`src/rtl/div_pkg.sv`:
```
// Shared types and helpers for the iterative radix-2 restoring divider.
package div_pkg;

  localparam int DivWidth = 32;

  typedef enum logic [1:0] {
    IDLE = 2'd0,
    BUSY = 2'd1,
    DONE = 2'd2
  } div_state_e;

  // Smallest r with 2**r >= value; sizes the iteration counter.
  function automatic int clog2(input int value);
    int r;
    r = 0;
    for (int i = 0; i < 31; i++) begin
      if ((32'sd1 << i) < value) begin
        r = i + 1;
      end
    end
    return r;
  endfunction

endpackage

```
`src/rtl/iter_divider_if.sv`:
```
// Request/response bundle between the pipeline controller and iter_divider.
interface iter_divider_if #(parameter int Width = 32);

  logic             start_i;
  logic             signed_i;
  logic [Width-1:0] dividend_i;
  logic [Width-1:0] divisor_i;
  logic             busy_o;
  logic             done_o;
  logic [Width-1:0] quotient_o;
  logic [Width-1:0] remainder_o;

  modport master (
    output start_i, signed_i, dividend_i, divisor_i,
    input  busy_o, done_o, quotient_o, remainder_o
  );

  modport slave (
    input  start_i, signed_i, dividend_i, divisor_i,
    output busy_o, done_o, quotient_o, remainder_o
  );

endinterface

```
`src/rtl/div_step.sv`:
```
// One combinational restoring-division iteration on magnitudes.
module div_step #(
  parameter int Width = 32
) (
  input  logic [Width-1:0] rem,
  input  logic [Width-1:0] quo,
  input  logic [Width-1:0] divisor_mag,
  output logic [Width-1:0] next_rem,
  output logic [Width-1:0] next_quo
);

  logic             carry_s;
  logic [Width-1:0] shifted_s;
  logic [Width:0]   trial_s;
  logic             fits_s;

  assign carry_s   = rem[Width-1];
  assign shifted_s = {rem[Width-2:0], quo[Width-1]};
  assign trial_s   = {1'b0, shifted_s} - {1'b0, divisor_mag};
  // The bit shifted out of rem is weight 2**Width, so it always covers the divisor.
  assign fits_s    = carry_s | ~trial_s[Width];

  // Keep the trial difference or restore the shifted remainder.
  always_comb begin
    next_rem = shifted_s;
    next_quo = {quo[Width-2:0], 1'b0};
    if (fits_s) begin
      next_rem = trial_s[Width-1:0];
      next_quo = {quo[Width-2:0], 1'b1};
    end else begin
      next_rem = shifted_s;
      next_quo = {quo[Width-2:0], 1'b0};
    end
  end

endmodule

```
`src/rtl/iter_divider.sv`:
```
// Multi-cycle DIV/DIVU unit: one quotient bit per cycle, quotient to LO, remainder to HI.
// Optional build macro DIV_FAST_ZERO_EN short-circuits divide-by-zero to a one-cycle op.
module iter_divider
  import div_pkg::*;
#(
  parameter int Width = DivWidth
) (
  input  logic         clk_i,
  input  logic         rst_i,
  iter_divider_if.slave div_if
);

  localparam int              CntW      = clog2(Width);
  localparam logic [CntW-1:0] LastCount = CntW'(Width - 1);

  div_state_e       state_r;
  div_state_e       state_next_s;
  logic [CntW-1:0]  count_r;
  logic [Width-1:0] rem_r;
  logic [Width-1:0] quo_r;
  logic [Width-1:0] dvsr_r;
  logic             q_neg_r;
  logic             r_neg_r;
  logic [Width-1:0] quotient_r;
  logic [Width-1:0] remainder_r;

  logic [Width-1:0] step_rem_s;
  logic [Width-1:0] step_quo_s;
  logic             dvd_neg_s;
  logic             dvs_neg_s;
  logic [Width-1:0] dvd_mag_s;
  logic [Width-1:0] dvs_mag_s;
  logic             dvs_zero_s;
  logic             fast_zero_s;
  logic             busy_s;
  logic             done_s;

  div_step #(.Width(Width)) u_step (
    .rem         (rem_r),
    .quo         (quo_r),
    .divisor_mag (dvsr_r),
    .next_rem    (step_rem_s),
    .next_quo    (step_quo_s)
  );

  // Operand magnitudes and sign flags for the incoming request.
  always_comb begin
    dvd_neg_s  = div_if.signed_i & div_if.dividend_i[Width-1];
    dvs_neg_s  = div_if.signed_i & div_if.divisor_i[Width-1];
    dvd_mag_s  = dvd_neg_s ? ({Width{1'b0}} - div_if.dividend_i) : div_if.dividend_i;
    dvs_mag_s  = dvs_neg_s ? ({Width{1'b0}} - div_if.divisor_i) : div_if.divisor_i;
    dvs_zero_s = (div_if.divisor_i == {Width{1'b0}});
`ifdef DIV_FAST_ZERO_EN
    fast_zero_s = dvs_zero_s;
`else
    fast_zero_s = 1'b0;
`endif
  end

  // FSM state register.
  always_ff @(posedge clk_i) begin
    if (rst_i) begin
      state_r <= IDLE;
    end else begin
      state_r <= state_next_s;
    end
  end

  // FSM next-state logic.
  always_comb begin
    state_next_s = state_r;
    case (state_r)
      IDLE: begin
        if (div_if.start_i) begin
          state_next_s = fast_zero_s ? DONE : BUSY;
        end else begin
          state_next_s = IDLE;
        end
      end
      BUSY: begin
        if (count_r == LastCount) begin
          state_next_s = DONE;
        end else begin
          state_next_s = BUSY;
        end
      end
      DONE:    state_next_s = IDLE;
      default: state_next_s = IDLE;
    endcase
  end

  // FSM outputs decoded from the state register.
  always_comb begin
    busy_s = 1'b0;
    done_s = 1'b0;
    case (state_r)
      IDLE: begin
        busy_s = 1'b0;
        done_s = 1'b0;
      end
      BUSY: begin
        busy_s = 1'b1;
        done_s = 1'b0;
      end
      DONE: begin
        busy_s = 1'b1;
        done_s = 1'b1;
      end
      default: begin
        busy_s = 1'b0;
        done_s = 1'b0;
      end
    endcase
  end

  // Operand latch, iteration datapath and sign-corrected result registers.
  always_ff @(posedge clk_i) begin
    if (rst_i) begin
      count_r     <= {CntW{1'b0}};
      rem_r       <= {Width{1'b0}};
      quo_r       <= {Width{1'b0}};
      dvsr_r      <= {Width{1'b0}};
      q_neg_r     <= 1'b0;
      r_neg_r     <= 1'b0;
      quotient_r  <= {Width{1'b0}};
      remainder_r <= {Width{1'b0}};
    end else begin
      case (state_r)
        IDLE: begin
          if (div_if.start_i) begin
            dvsr_r  <= dvs_mag_s;
            rem_r   <= {Width{1'b0}};
            quo_r   <= dvd_mag_s;
            count_r <= {CntW{1'b0}};
            // A zero divisor leaves the all-ones quotient unnegated.
            q_neg_r <= (dvd_neg_s ^ dvs_neg_s) & ~dvs_zero_s;
            r_neg_r <= dvd_neg_s;
            if (fast_zero_s) begin
              quotient_r  <= {Width{1'b1}};
              remainder_r <= div_if.dividend_i;
            end
          end
        end
        BUSY: begin
          rem_r   <= step_rem_s;
          quo_r   <= step_quo_s;
          count_r <= count_r + CntW'(1);
          if (count_r == LastCount) begin
            quotient_r  <= q_neg_r ? ({Width{1'b0}} - step_quo_s) : step_quo_s;
            remainder_r <= r_neg_r ? ({Width{1'b0}} - step_rem_s) : step_rem_s;
          end
        end
        DONE: begin
          count_r <= {CntW{1'b0}};
        end
        default: begin
          count_r <= {CntW{1'b0}};
        end
      endcase
    end
  end

  assign div_if.busy_o      = busy_s;
  assign div_if.done_o      = done_s;
  assign div_if.quotient_o  = quotient_r;
  assign div_if.remainder_o = remainder_r;

endmodule

```
`src/flat_wrapper.sv`:
```
// flat-port wrapper written by rule: the top's interface ports become plain ports
module iter_divider_flat import div_pkg::*;
#(
  parameter int Width = DivWidth
)
  (clk_i, rst_i, div_if_start_i, div_if_signed_i, div_if_dividend_i, div_if_divisor_i, div_if_busy_o, div_if_done_o, div_if_quotient_o, div_if_remainder_o);
  iter_divider_if #(.Width(Width)) div_if_i ();
  input  logic clk_i;
  input  logic rst_i;
  input wire logic [$bits(div_if_i.start_i)-1:0] div_if_start_i;
  input wire logic [$bits(div_if_i.signed_i)-1:0] div_if_signed_i;
  input wire logic [$bits(div_if_i.dividend_i)-1:0] div_if_dividend_i;
  input wire logic [$bits(div_if_i.divisor_i)-1:0] div_if_divisor_i;
  output wire logic [$bits(div_if_i.busy_o)-1:0] div_if_busy_o;
  output wire logic [$bits(div_if_i.done_o)-1:0] div_if_done_o;
  output wire logic [$bits(div_if_i.quotient_o)-1:0] div_if_quotient_o;
  output wire logic [$bits(div_if_i.remainder_o)-1:0] div_if_remainder_o;
  assign div_if_i.start_i = div_if_start_i;
  assign div_if_i.signed_i = div_if_signed_i;
  assign div_if_i.dividend_i = div_if_dividend_i;
  assign div_if_i.divisor_i = div_if_divisor_i;
  assign div_if_busy_o = div_if_i.busy_o;
  assign div_if_done_o = div_if_i.done_o;
  assign div_if_quotient_o = div_if_i.quotient_o;
  assign div_if_remainder_o = div_if_i.remainder_o;
  iter_divider #(.Width(Width)) u_core (.clk_i(clk_i), .rst_i(rst_i), .div_if(div_if_i));
endmodule
```
`config.mk`:
```
export PLATFORM = sky130hd
export DESIGN_NAME = iter_divider_flat
export DESIGN_NICKNAME = d
export VERILOG_FILES = /design/src/rtl/div_pkg.sv /design/src/rtl/iter_divider_if.sv /design/src/rtl/div_step.sv /design/src/rtl/iter_divider.sv /design/src/flat_wrapper.sv
export SDC_FILE = /design/constraint.sdc
export NUM_CORES = 1
export LEC_CHECK = 0
export CORE_UTILIZATION = 45
export DETAILED_ROUTE_END_ITERATION = 8
export PLACE_DENSITY_LB_ADDON = 0.12
export REMOVE_ABC_BUFFERS = 1
export SETUP_SLACK_MARGIN = 0.3
export SYNTH_ARGS = -nofsm -noshare
export SYNTH_HDL_FRONTEND = slang
export SYNTH_SLANG_ARGS = --single-unit
```
`constraint.sdc`:
```
create_clock -name clk_i -period 6.85 [get_ports clk_i]
set_input_delay 2.055 -clock clk_i [delete_from_list [all_inputs] [get_ports clk_i]]
set_output_delay 2.055 -clock clk_i [all_outputs]
set_load 0.1 [all_outputs]
```
==> results of run 1 <==
[worst register-to-register path: cells and delay by family (launching register included)]
| family | cells | cell delay [ns] |
|---|---|---|
| AO/OA/AOI/OAI | 5 | 1.25 |
| flip-flops | 1 | 0.35 |
| AND/OR/NAND/NOR | 10 | 2.66 |
| buffers and inverters | 1 | 0.06 |
| adder cells (fa/ha/maj) | 3 | 0.96 |
[worst paths after layout]
path                            startpoint                             to  slack (ns)
max                       u_core.quo_r[31]  u_core.div_if.remainder_o[28]        1.53
min          u_core.div_if.remainder_o[31]  u_core.div_if.remainder_o[31]        0.45
max reg2reg               u_core.quo_r[31]  u_core.div_if.remainder_o[28]        1.53
min reg2reg  u_core.div_if.remainder_o[31]  u_core.div_if.remainder_o[31]        0.45
[state kept, by name (all words and copies together), names as in the netlist]
register                   cells
u_core.dvsr_r                 32
u_core.r_neg_r                 1
u_core.state_r                 2
u_core.div_if.remainder_o     32
u_core.count_r                 5
u_core.quo_r                  32
u_core.q_neg_r                 1
u_core.rem_r                  32
u_core.div_if.quotient_o      32
[power groups by stage]
stage	registers (mW)	clock network [mW]	logic, mW
after floorplan	1.06	0	0.387
after global placement	1.07	0	0.573
after detailed placement	1.07	0	0.576
after CTS	1.05	1.05	0.580
after global routing	1.05	1.09	0.651
final	1.05	1.03	0.583
[per-stage QoR]
step / total power, mW / hold WS (ns) / instances
6_report: 2.66 / 0.450 / 1988
5_1_grt: 2.80 / 0.470 / 1988
4_1_cts: 2.68 / 0.454 / 1988
3_5_place_dp: 1.65 / 0.444 / 1957
3_3_place_gp: 1.64 / 0.436 / 1957
2_1_floorplan: 1.45 / 0.426 / 1480
[cell families (layout without fill, tap and decap cells)]
group                    Yosys count  in the layout  synth area share
buffers and inverters            148            236            0.0512
AND/OR/NAND/NOR                  601            601             0.237
flip-flops                       169            169             0.292
adder cells (fa/ha/maj)           42             42            0.0461
multiplexers                      16             16            0.0159
XOR/XNOR                         117            117            0.0886
AO/OA/AOI/OAI                    477            477             0.269
[routing by layer]
layer	up-vias	GRT usage
li1	5768	-
met1	5378	0.355
met5	-	0
met3	42	0.0311
met4	0	0.0862
met2	293	0.429
[final cells by class]
| type | instances | area, µm² | share of cell area |
|---|---|---|---|
| clock buffer | 17 | 425 | 0.0311 |
| clock inverter | 14 | 194 | 0.0142 |
| inverter | 58 | 218 | 0.0159 |
| multi-input combinational | 1253 | 7610 | 0.556 |
| sequential | 169 | 3380 | 0.247 |
| tap | 330 | 413 | 0.0302 |
| timing repair buffer | 147 | 1430 | 0.105 |
[placed cells by master (no fill, tap or decap), types with 6 or more instances in the layout]
cell type        synthesis  routed
a211oi_1                64      64
a21o_1                   6       6
a21oi_1                162     161
a22oi_1                 31      31
a311oi_1                 6       6
a31oi_1                 14      14
and2_1                   9       7
and3_1                  13      13
buf_4                    3      15
clkbuf_16                0      17
clkdlybuf4s50_1          0     132
dfxtp_1                169     169
ha_1                    41      41
inv_1                   57      57
mux2_2                   8       8
mux2i_1                  6       6
nand2_1                228     228
nand2b_1                11      11
nand3_1                 27      27
nand4_1                 13      13
nor2_1                 181     181
nor2b_1                  7       7
nor3_1                  36      36
nor4_1                   8       8
o211ai_1                16      16
o21a_1                   7       7
o21ai_0                 85      84
o31ai_1                 22      22
o41ai_1                  9       9
or3_1                   28      28
or4_1                   12      12
xnor2_1                 57      57
xor2_1                  60      60
==> results.yml, run 1 <==
status:
  outcome: "complete, no violations"
worst_setup_path:
  max_stage_delay_ns: 0.62
  cp.depth: 19
  critPathKind: "reg -> reg"
  rr_worst_depth: 19
  cp.arrival_ns: 5.69
  cp-end-kind: "flop"
  crit_fanout: 25
  crit_buf_inv: 1
  cp.required_ns: 7.22
  crit_family: "simple AND/OR/NAND/NOR gates"
  crit_path_top_delay_cell: "nand2_2"
  worstPathCellList: "inv_1, ha_1, fa_1, nand2b_1, a21oi_2, o21ai_1, nor3_4, o2111ai_2, nand2_2, nand2_1, o21ai_0, ha_1, nand2b_1, nor4_1, o211ai_1, and4b_2, nand2_4, or4_1, nand3_1"
  startpoint_type: "flop"
sta:
  final.setup.tns_ns: 0
  setup_violations: 0
  slew_violations: 0
  fmax_mhz: 188
  post-route-min-period_ns: 5.32
  rsz0062_at_grt: "false"
  worst_slew_pin_slew_ns: 1.04
  finalWorstSetupSlack_ns: 1.53
  finalCritPeriodShare: 0.777
  slew_headroom: 0.299
  fin_worst_skew_ns: 0.0104
  finalHoldViolCount: 0
yosys:
  synth_ff_type: "dfxtp_1"
  synth_top_cell_area_share: 0.292
  ys_async_sr_fraction: 0
  synth.most_common_cell: "nand2_1"
  synth_cell_type_count: 84
  synth_area_um2: 11600
  syn_avg_cell_area_um2: 7.37
  seq_area_frac_synth: 0.292
  synth_warnings: 0
  yosysTopAreaCell: "dfxtp_1"
  ys_ff_latch: 169
  syn_inst: 1570
  synthTopCellsByArea: "dfxtp_1, nand2_1, a21oi_1, nor2_1, xor2_1"
  synthTopCellsByCount: "nand2_1, nor2_1, dfxtp_1"
  synth_edf_count: 0
placement:
  placedInstanceArea_um2: 13100
  portBuffers: 133
  gp_congestion: 0.903
  place_ws_ns: 1.64
  dp_hpwl_um: 24900
floorplanning:
  io_pins: 134
  die-area_um2: 26400
  chipWidth_um: 162
  start_util: 0.459
  num_rows: 58
  core_area_um2: 25200
  die_h_um: 162
power_and_ir_drop:
  p_clk_frac: 0.387
  p_seq_frac: 0.394
  pwr-share-comb: 0.219
  sw_frac_of_total: 0.317
  intPower_mw: 1.82
  powerDensity_nw_per_um2: 195
  p_sw_mw: 0.845
  peakVddDrop_mv: 0.157
  p_leak_nw: 5.04
layout:
  fillers: 2435
  syn2layout_area_growth_pct: 18.2
  nNetsFinal: 1756
  drive_gt1_frac: 0.0537
  design_area_um2: 13700
  post-route-util: 0.543
  antenna_cells: 0
global_route:
  grt_max_degree: 71
  antenna_found_initial: 0
  grt_pass1_vias: 10800
  grt_pass1_wl_um: 55300
  gr-total-overflow: 0
  track_usage: 0.262
route:
  drtIter0Drc: 772
  first_pass_iters: 6
  num_vias: 11500
  highest_layer: "met4"
  wl_per_cell_um: 17.1
  ant_nets: 0
  wl_met2_um: 15700
  drt-total-wl_um: 33900
  avgViaCountPerCell: 5.78
  wl_met3_um: 1480
  drt-met1-wl_um: 16000
  post-route-drc-count: 0
clocking:
  htreeDepth: 4
  cts_resized: 0
  cts_tree: "built"
  root_buffer: "clkbuf_16"
  numCtsBuffers: 17
  cts_setup_buffers: 0
  clock_path_buffers: 2
  cts_sinks: 169
  clk_latency_ns: 0.43
  clk_pin_slew_ns: 0.07
  ctsHoldBuffers: 0
worst_hold_path:
  holdPathStages: 2
  hold_path.class: "reg -> reg"
run:
  drv_cap: 0
Power figures use the tool's default switching activity.
==> inputs of run 2 (changes only) <==
Clock period 6.85 ns to 4.6 ns, I/O delays scaled along.
==> run 2 against run 1 <==
  * Register-to-register slack got worse by 1.1 ns
  * Global-route usage fell by 0.42 points
  * Design area grew 2.2%
  * Worst setup slack got worse by 1.1 ns
  * Largest power group unchanged
  * Highest routed layer is now met5
==> results.yml, run 2 (synthesis gave the netlist of run 1 again) <==
sta:
  fin_worst_skew_ns: 0.0156
  worst_slew_pin_slew_ns: 1.05
  slew_violations: 0
  setup_violations: 0
  finalHoldViolCount: 0
  finalCritPeriodShare: 0.896
  slew_headroom: 0.300
  post-route-min-period_ns: 4.12
  final.setup.tns_ns: 0
  fmax_mhz: 243
  rsz0062_at_grt: "false"
worst_setup_path:
  crit_fanout: 7
  worstPathCellList: "inv_1, ha_2, a21oi_2, o21ai_1, or3_4, a21o_4, a31oi_4, nand2_4, buf_4, nor2_2, a21oi_2, inv_1, ha_4, nand2b_1, nor4_2, buf_4, o211ai_1, and4b_2, nand2_4, or4_1, nand3_1"
  crit_family: "simple AND/OR/NAND/NOR gates"
  rr_worst_depth: 21
  max_stage_delay_ns: 0.50
  cp.depth: 21
  startpoint_type: "flop"
  crit_path_top_delay_cell: "or4_1"
  cp.required_ns: 4.99
  critPathKind: "reg -> reg"
  cp.arrival_ns: 4.51
  crit_buf_inv: 4
  cp-end-kind: "flop"
floorplanning:
  die-area_um2: 26400
  die_h_um: 162
  start_util: 0.459
  chipWidth_um: 162
  core_area_um2: 25200
  num_rows: 58
  io_pins: 134
layout:
  design_area_um2: 14000
  instances_no_fill: 2004
  seq_area_um2: 3390
  fillers: 2471
  final_common_cell: "nand2_1"
  multi_input_area_um2: 7780
  layout_common_cells: "nand2_1, nor2_1, dfxtp_1"
  nNetsFinal: 1771
  drive_gt1_frac: 0.0812
  syn2layout_area_growth_pct: 20.8
  antenna_cells: 0
route:
  wl_per_cell_um: 16.9
  ant_nets: 0
  post-route-drc-count: 0
  drtIter0Drc: 787
  num_vias: 11500
  avgViaCountPerCell: 5.73
  drt-total-wl_um: 34000
  first_pass_iters: 5
global_route:
  grt_max_degree: 146
  gr-total-overflow: 0
  grt_pass1_wl_um: 54100
  grt_pass1_vias: 10600
  track_usage: 0.257
  antenna_found_initial: 1
clocking:
  cts_tree: "built"
  clk_latency_ns: 0.45
  root_buffer: "clkbuf_16"
  clk_pin_slew_ns: 0.08
  numCtsBuffers: 17
  clock_path_buffers: 2
  ctsHoldBuffers: 0
  htreeDepth: 4
  cts_sinks: 169
worst_hold_path:
  holdPathStages: 2
  hold_path.class: "reg -> reg"
power_and_ir_drop:
  p_leak_nw: 5.14
  peakVddDrop_mv: 0.234
  powerDensity_nw_per_um2: 283
  finalPower_mw: 3.95
placement:
  gp_congestion: 0.913
  placedInstanceArea_um2: 13200
  portBuffers: 133
  place_inst: 1971
  dp_hpwl_um: 24800
run:
  drv_cap: 0
status:
  outcome: "complete, no violations"
run 2: cell types whose count changed in the layout (fill, tap and decap cells not counted), sizes merged:
cell	delta
clkinvlp	-2
buf	+15
inv	+3
bufinv	-2
clkbuf	+1
clkinv	+1
run 2: cell type report:
cell class	instances	share of cell area
multi-input cells	1253	0.557
repair buffers	162	0.113
clock inverters	14	0.0114
clock buffers	18	0.0314
flip-flops and latches	169	0.242
inverters	58	0.0156
well taps	330	0.0296
run 2: path summary, 6_finish.rpt:
check	from	end	slack, ns
hold reg to reg	u_core.div_if.remainder_o[10]	u_core.div_if.remainder_o[10]	0.45
setup / recovery	u_core.dvsr_r[23]	u_core.div_if.remainder_o[28]	0.48
hold / removal	u_core.div_if.remainder_o[10]	u_core.div_if.remainder_o[10]	0.45
setup reg to reg	u_core.dvsr_r[23]	u_core.div_if.remainder_o[28]	0.48
run 2: through the flow:
| step | setup WS [ns] | utilization | hold WS [ns] |
|---|---|---|---|
| 2_1_floorplan | -0.834 | - | 0.426 |
| 3_3_place_gp | 0.321 | 0.524 | 0.437 |
| 3_5_place_dp | 0.237 | 0.524 | 0.444 |
| 4_1_cts | 0.279 | 0.548 | 0.454 |
| 5_1_grt | 0.192 | 0.555 | 0.463 |
| 6_report | 0.477 | 0.555 | 0.451 |
run 2: layer usage:
metal  vias to the layer above  part of all wire  global-route usage
met5                         -           0.00026                   0
met4                         2             0.025              0.0965
met3                        45             0.052              0.0435
met2                       288              0.46               0.421
met1                      5358              0.46               0.339
li1                       5796                 -                   -
run 2: worst register-to-register path, stage by stage (launching register included):
cell	delay, ns
dfxtp_1	0.33
inv_1	0.05
ha_2	0.32
a21oi_2	0.21
o21ai_1	0.11
or3_4	0.37
a21o_4	0.21
a31oi_4	0.18
nand2_4	0.12
buf_4	0.19
nor2_2	0.11
a21oi_2	0.05
inv_1	0.09
ha_4	0.15
nand2b_1	0.07
nor4_2	0.17
buf_4	0.16
o211ai_1	0.09
and4b_2	0.40
nand2_4	0.09
or4_1	0.50
nand3_1	0.09
run 2: power by group:
group          internal, mW  switching, mW
sequential             1.51         0.0480
combinational         0.352          0.555
clock                 0.786          0.698
run 2: repair_timing:
action	in CTS	in global routing
resized for setup	2	39
pin swaps	0	8
setup buffers	0	1
endpoints found under the setup margin	3	24
